==> src/rtl/instr_fetch.sv <==
// Instruction fetch stage: one outstanding memory request, a single-entry decode slot,
// and redirect handling that drains any in-flight response before restarting.
module instr_fetch #(
    parameter logic [31:0] RESET_PC = 32'h0000_0000
) (
    input  logic        clk,
    input  logic        rst,
    output logic        imem_req_valid,
    input  logic        imem_req_ready,
    output logic [31:0] imem_addr,
    input  logic        imem_rsp_valid,
    input  logic [31:0] imem_rsp_data,
    input  logic        redirect_valid,
    input  logic [31:0] redirect_pc,
    output logic        if_valid,
    input  logic        if_ready,
    output logic [31:0] if_pc,
    output logic [31:0] if_instr,
    output logic [6:0]  if_opcode
);

    typedef enum logic [1:0] {
        S_REQ,
        S_WAIT,
        S_DRAIN
    } state_e;

    localparam logic [31:0] NOP_INSTR = 32'h0000_0013;

    state_e      state_q;
    logic [31:0] pc_q;
    logic [31:0] req_pc_q;
    logic [31:0] if_pc_q;
    logic [31:0] if_instr_q;
    logic        if_valid_q;

    logic        slot_free;
    logic        req_fire;
    logic [31:0] redirect_target;

    // The slot counts as free when its current occupant leaves this same cycle,
    // which is what lets a response never find it occupied.
    assign slot_free       = !if_valid_q || if_ready;
    assign imem_req_valid  = !rst && (state_q == S_REQ) && slot_free;
    assign req_fire        = imem_req_valid && imem_req_ready;
    assign redirect_target = {redirect_pc[31:2], 2'b00};

    assign imem_addr = pc_q;
    assign if_valid  = if_valid_q;
    assign if_pc     = if_pc_q;
    assign if_instr  = if_valid_q ? if_instr_q : NOP_INSTR;
    assign if_opcode = if_instr[6:0];

    // NOTE: all state uses non-blocking assignments; where two assignments to the
    // same register fire in one edge, the later one in program order wins.
    always_ff @(posedge clk) begin
        if (rst) begin
            state_q    <= S_REQ;
            pc_q       <= RESET_PC;
            req_pc_q   <= RESET_PC;
            if_valid_q <= 1'b0;
            if_pc_q    <= RESET_PC;
            if_instr_q <= NOP_INSTR;
        end else if (redirect_valid) begin
            pc_q       <= redirect_target;
            if_valid_q <= 1'b0;
            unique case (state_q)
                S_REQ:   state_q <= req_fire ? S_DRAIN : S_REQ;
                S_WAIT:  state_q <= imem_rsp_valid ? S_REQ : S_DRAIN;
                S_DRAIN: state_q <= imem_rsp_valid ? S_REQ : S_DRAIN;
                default: state_q <= S_REQ;
            endcase
        end else begin
            if (if_valid_q && if_ready) begin
                if_valid_q <= 1'b0;
            end
            unique case (state_q)
                S_REQ: begin
                    if (req_fire) begin
                        req_pc_q <= pc_q;
                        state_q  <= S_WAIT;
                    end
                end
                S_WAIT: begin
                    if (imem_rsp_valid) begin
                        if_instr_q <= imem_rsp_data;
                        if_pc_q    <= req_pc_q;
                        if_valid_q <= 1'b1;
                        pc_q       <= req_pc_q + 32'd4;
                        state_q    <= S_REQ;
                    end
                end
                S_DRAIN: begin
                    if (imem_rsp_valid) begin
                        state_q <= S_REQ;
                    end
                end
                default: state_q <= S_REQ;
            endcase
        end
    end

endmodule
==> config.mk <==
export PLATFORM = sky130hd
export DESIGN_NAME = instr_fetch
export DESIGN_NICKNAME = d
export VERILOG_FILES = /design/src/rtl/instr_fetch.sv
export SDC_FILE = /design/constraint.sdc
export NUM_CORES = 1
export LEC_CHECK = 0
export ABC_AREA = 1
export CORE_MARGIN = 4
export CORE_UTILIZATION = 52
export CTS_CLUSTER_DIAMETER = 120
export CTS_CLUSTER_SIZE = 8
export DETAILED_ROUTE_END_ITERATION = 10
export PLACE_DENSITY = 0.92
export SLEW_MARGIN = 20
export SYNTH_ARGS = -nofsm -noshare
export SYNTH_HDL_FRONTEND = slang
export SYNTH_SLANG_ARGS = --single-unit
==> constraint.sdc <==
create_clock -name clk -period 3.97 [get_ports clk]
set_input_delay 0.397 -clock clk [delete_from_list [all_inputs] [get_ports clk]]
set_output_delay 0.397 -clock clk [all_outputs]
set_load 0.1 [all_outputs]
==> summary.md <==
| Metric | Value |
|---|---|
| Status | `completed` |
| Peak VDD IR | `0.253 mV` |
| Root Buffer Master | `clkbuf_16` |
| Clock-pin transition on the worst setup and hold timing paths | `0.06 ns` |
| Cell breakdown of the critical path | `buf_4 > nand2_1 > inv_1 > clkdlybuf4s50_1` |
| Unrepaired setup endpoints after global routing | `no` |
| CP required | `3.57 ns` |
| CTS tree | `built` |
| CTS H-tree depth | `4` |
| Worst Tran Pin Value | `1.09 ns` |
| Initial antenna violation count | `0` |
| Num Clock Sinks | `131` |
| Post-CTS Setup Bufs | `0` |
| Setup crit start kind | `flop` |
| Mapped cell area | `6050 sq um` |
| Mean Syn Cell Area | `7.02 sq um` |
| Clock latency on the worst-skew pair | `0.41 ns` |
| Hold Fails Final Rpt | `0` |
| RR Endpoint | `imem_addr[24]` |
| N_diodes | `0` |
| Setup Skew | `0.00658 ns` |
| Post-synth EDFFs | `0` |
| Layout cells sized above 1 | `8.91%` |
| Fmax | `0.330 GHz` |
| Hold Path Depth | `2` |
| Pre-antenna DRT Iters | `5` |
| Fin area | `8330 sq um` |
| DR WL/cell | `15.1 um` |
| Min Tclk post-route | `3.03 ns` |
| Async SR Flop Fraction | `0%` |
| Initial Utilization | `53.0%` |
| Antenna-violating nets left | `0` |
| Fill cell count | `882` |
| Post-synth cell types | `41` |
| Flops & latches, synth | `131` |
| Overflow after GRT | `0` |
| Ys flop type | `dfxtp_1` |
| Largest net degree at the start of global routing | `93` |
| Total GRT Usage | `26.4%` |
| Setup TNS Final | `0 ns` |
| Post-synth top cells | `nand2_1, nor2_1, dfxtp_1, o21ai_0, inv_1` |
| Power Density | `409 nW/um^2` |
| Drt initial violations | `607` |
| RR Startpoint | `state_q[1]` |
| Routed vias | `6255` |
| Layout overhead on the synthesized area | `37.7%` |
| Kind of critical path | `flop to output port` |
| R2R Setup Slk | `1.67 ns` |
| Peak fanout along the critical path | `21` |
| Util after Layout | `73.0%` |
| Hold Startpoint | `if_instr_q[4]` |
| Slew HR | `27.5%` |
| Post-Syn Instances | `862` |
| # rows | `39` |
| First-pass GRT wire length | `28200 um` |
| Critical path arrival | `2.63 ns` |
| Hpwl dp | `11900 um` |
| Synth area leader | `dfxtp_1` |
| Final worst-path cycle share | `76.3%` |
| Slowest stage cell, crit path | `clkdlybuf4s50_1` |
| Seq/Total Area, Yosys | `43.3%` |
| FF-to-FF path depth | `10` |
| DRC violations left | `0` |
| Fin nets | `1083` |
| Max_cap viols | `0` |
| Yosys warnings | `0` |
| CTS Hold Buffers Added | `0` |
| Cell Area, Placed | `7740 sq um` |
| Static leakage | `3.56 nW` |
| Final WL | `17600 um` |
| IO Pins | `175` |
| Die width | `116 um` |
| Slew Viols, Final | `0` |
| RD Place Congestion | `0.867` |
| Number of global-route vias before repair | `5784` |
| Slowest stage delay, CP | `1.13 ns` |
| Yosys top cell area share | `43.3%` |
| Worst Hold Path EP | `if_instr_q[4]` |
| Port Buffer Count | `172` |
| CTS Buf Count | `17` |
| Crit end category | `output port` |
| Die area | `13400 sq um` |
| Die span in y | `116 um` |
| CTS resizes | `0` |
| CORE AREA | `11400 sq um` |
| Vias per inst | `5.37` |
| Net Count, Synth | `936` |
| Worst Hold Class | `flop to flop` |
| Final setup viols | `0` |
| CTS Buffer Depth | `2` |
| Top cells by area, synth | `dfxtp_1, nand2_1, nor2_1` |
| Top-count cell post-synth | `nand2_1` |
==> sequential cells by signal, summed over array words and instances (netlist names) <==
signal and count:
if_valid 1, if_pc 32, state_q 2, req_pc_q 32, if_instr_q 32, imem_addr 32
==> cell usage in the layout, fill, tap and decap left out, drive strengths merged, types with 2 or more instances in the layout <==
master	instances
nor2	158
nand3	37
clkinv	6
clkinvlp	2
o21ai	117
inv	102
ha	4
nor3	16
clkbuf	22
a21oi	58
nand3b	2
or2	6
clkdlybuf4s50	169
nand2	150
dfxtp	131
a211oi	4
a31oi	8
buf	12
bufinv	2
nand4	9
==> layer usage <==
| layer | vias up | global-route usage, % | wire length, um |
|---|---|---|---|
| met2 | 321 | 42.4 | 8180 |
| met4 | 0 | 10.5 | 461 |
| met3 | 48 | 6.79 | 1790 |
| met5 | - | 0 | 0 |
| met1 | 2826 | 33.9 | 7190 |
| li1 | 3060 | - | - |
==> critical path, delay by kind of cell (launching register included) <==
kind | cells | cell delay, ns
simple gates | 1 | 0.08
buf+inv | 3 | 1.54
flops | 1 | 0.59
==> logic make-up (layout without fill, tap and decap cells) <==
| family | Yosys count | after routing | synth area share [%] |
|---|---|---|---|
| DFF | 131 | 131 | 43.3 |
| AOI/OAI and AO/OA | 193 | 193 | 16.8 |
| adders and majority gates | 4 | 4 | 0.827 |
| buffers and inverters | 156 | 315 | 10.9 |
| and+or+nand+nor | 378 | 378 | 28.2 |
==> how the worst max path moves through the flow <==
stage | start | end
finish | if_valid | if_opcode[6]
global route | if_valid | if_opcode[6]
CTS | if_valid | if_opcode[6]
detailed placement | redirect_valid | imem_addr[24]
global placement | redirect_valid | imem_addr[24]
floorplan | if_valid | if_opcode[2]
==> layout make-up <==
type / instances / area, sq um / area share [%]
timing repair buffer: 181 / 1780 / 21.4
tap: 143 / 179 / 2.15
sequential: 131 / 2620 / 31.5
clock inverter: 9 / 104 / 1.25
multi-input combinational: 575 / 2770 / 33.3
inverter: 103 / 387 / 4.64
clock buffer: 22 / 484 / 5.81
==> where the power goes <==
| group | total [W] | internal [W] | leakage (nW) | switching, W |
|---|---|---|---|---|
| registers | 0.00140 | 0.00136 | 1.07 | 0.0000405 |
| clock network | 0.00155 | 0.000983 | 0.288 | 0.000563 |
| logic | 0.000460 | 0.000145 | 2.21 | 0.000315 |
==> through the flow <==
stage | hold slack (ns) | setup slack (ns) | power, W | cells
after floorplan | 0.421 | 1.16 | 0.00173 | 862
after global placement | 0.430 | 1.25 | 0.00188 | 1133
after detailed placement | 0.439 | 1.26 | 0.00189 | 1133
after CTS | 0.453 | 0.955 | 0.00342 | 1164
after global routing | 0.483 | 0.790 | 0.00353 | 1164
final | 0.451 | 0.940 | 0.00341 | 1164
(Power assumes the default switching activity.)
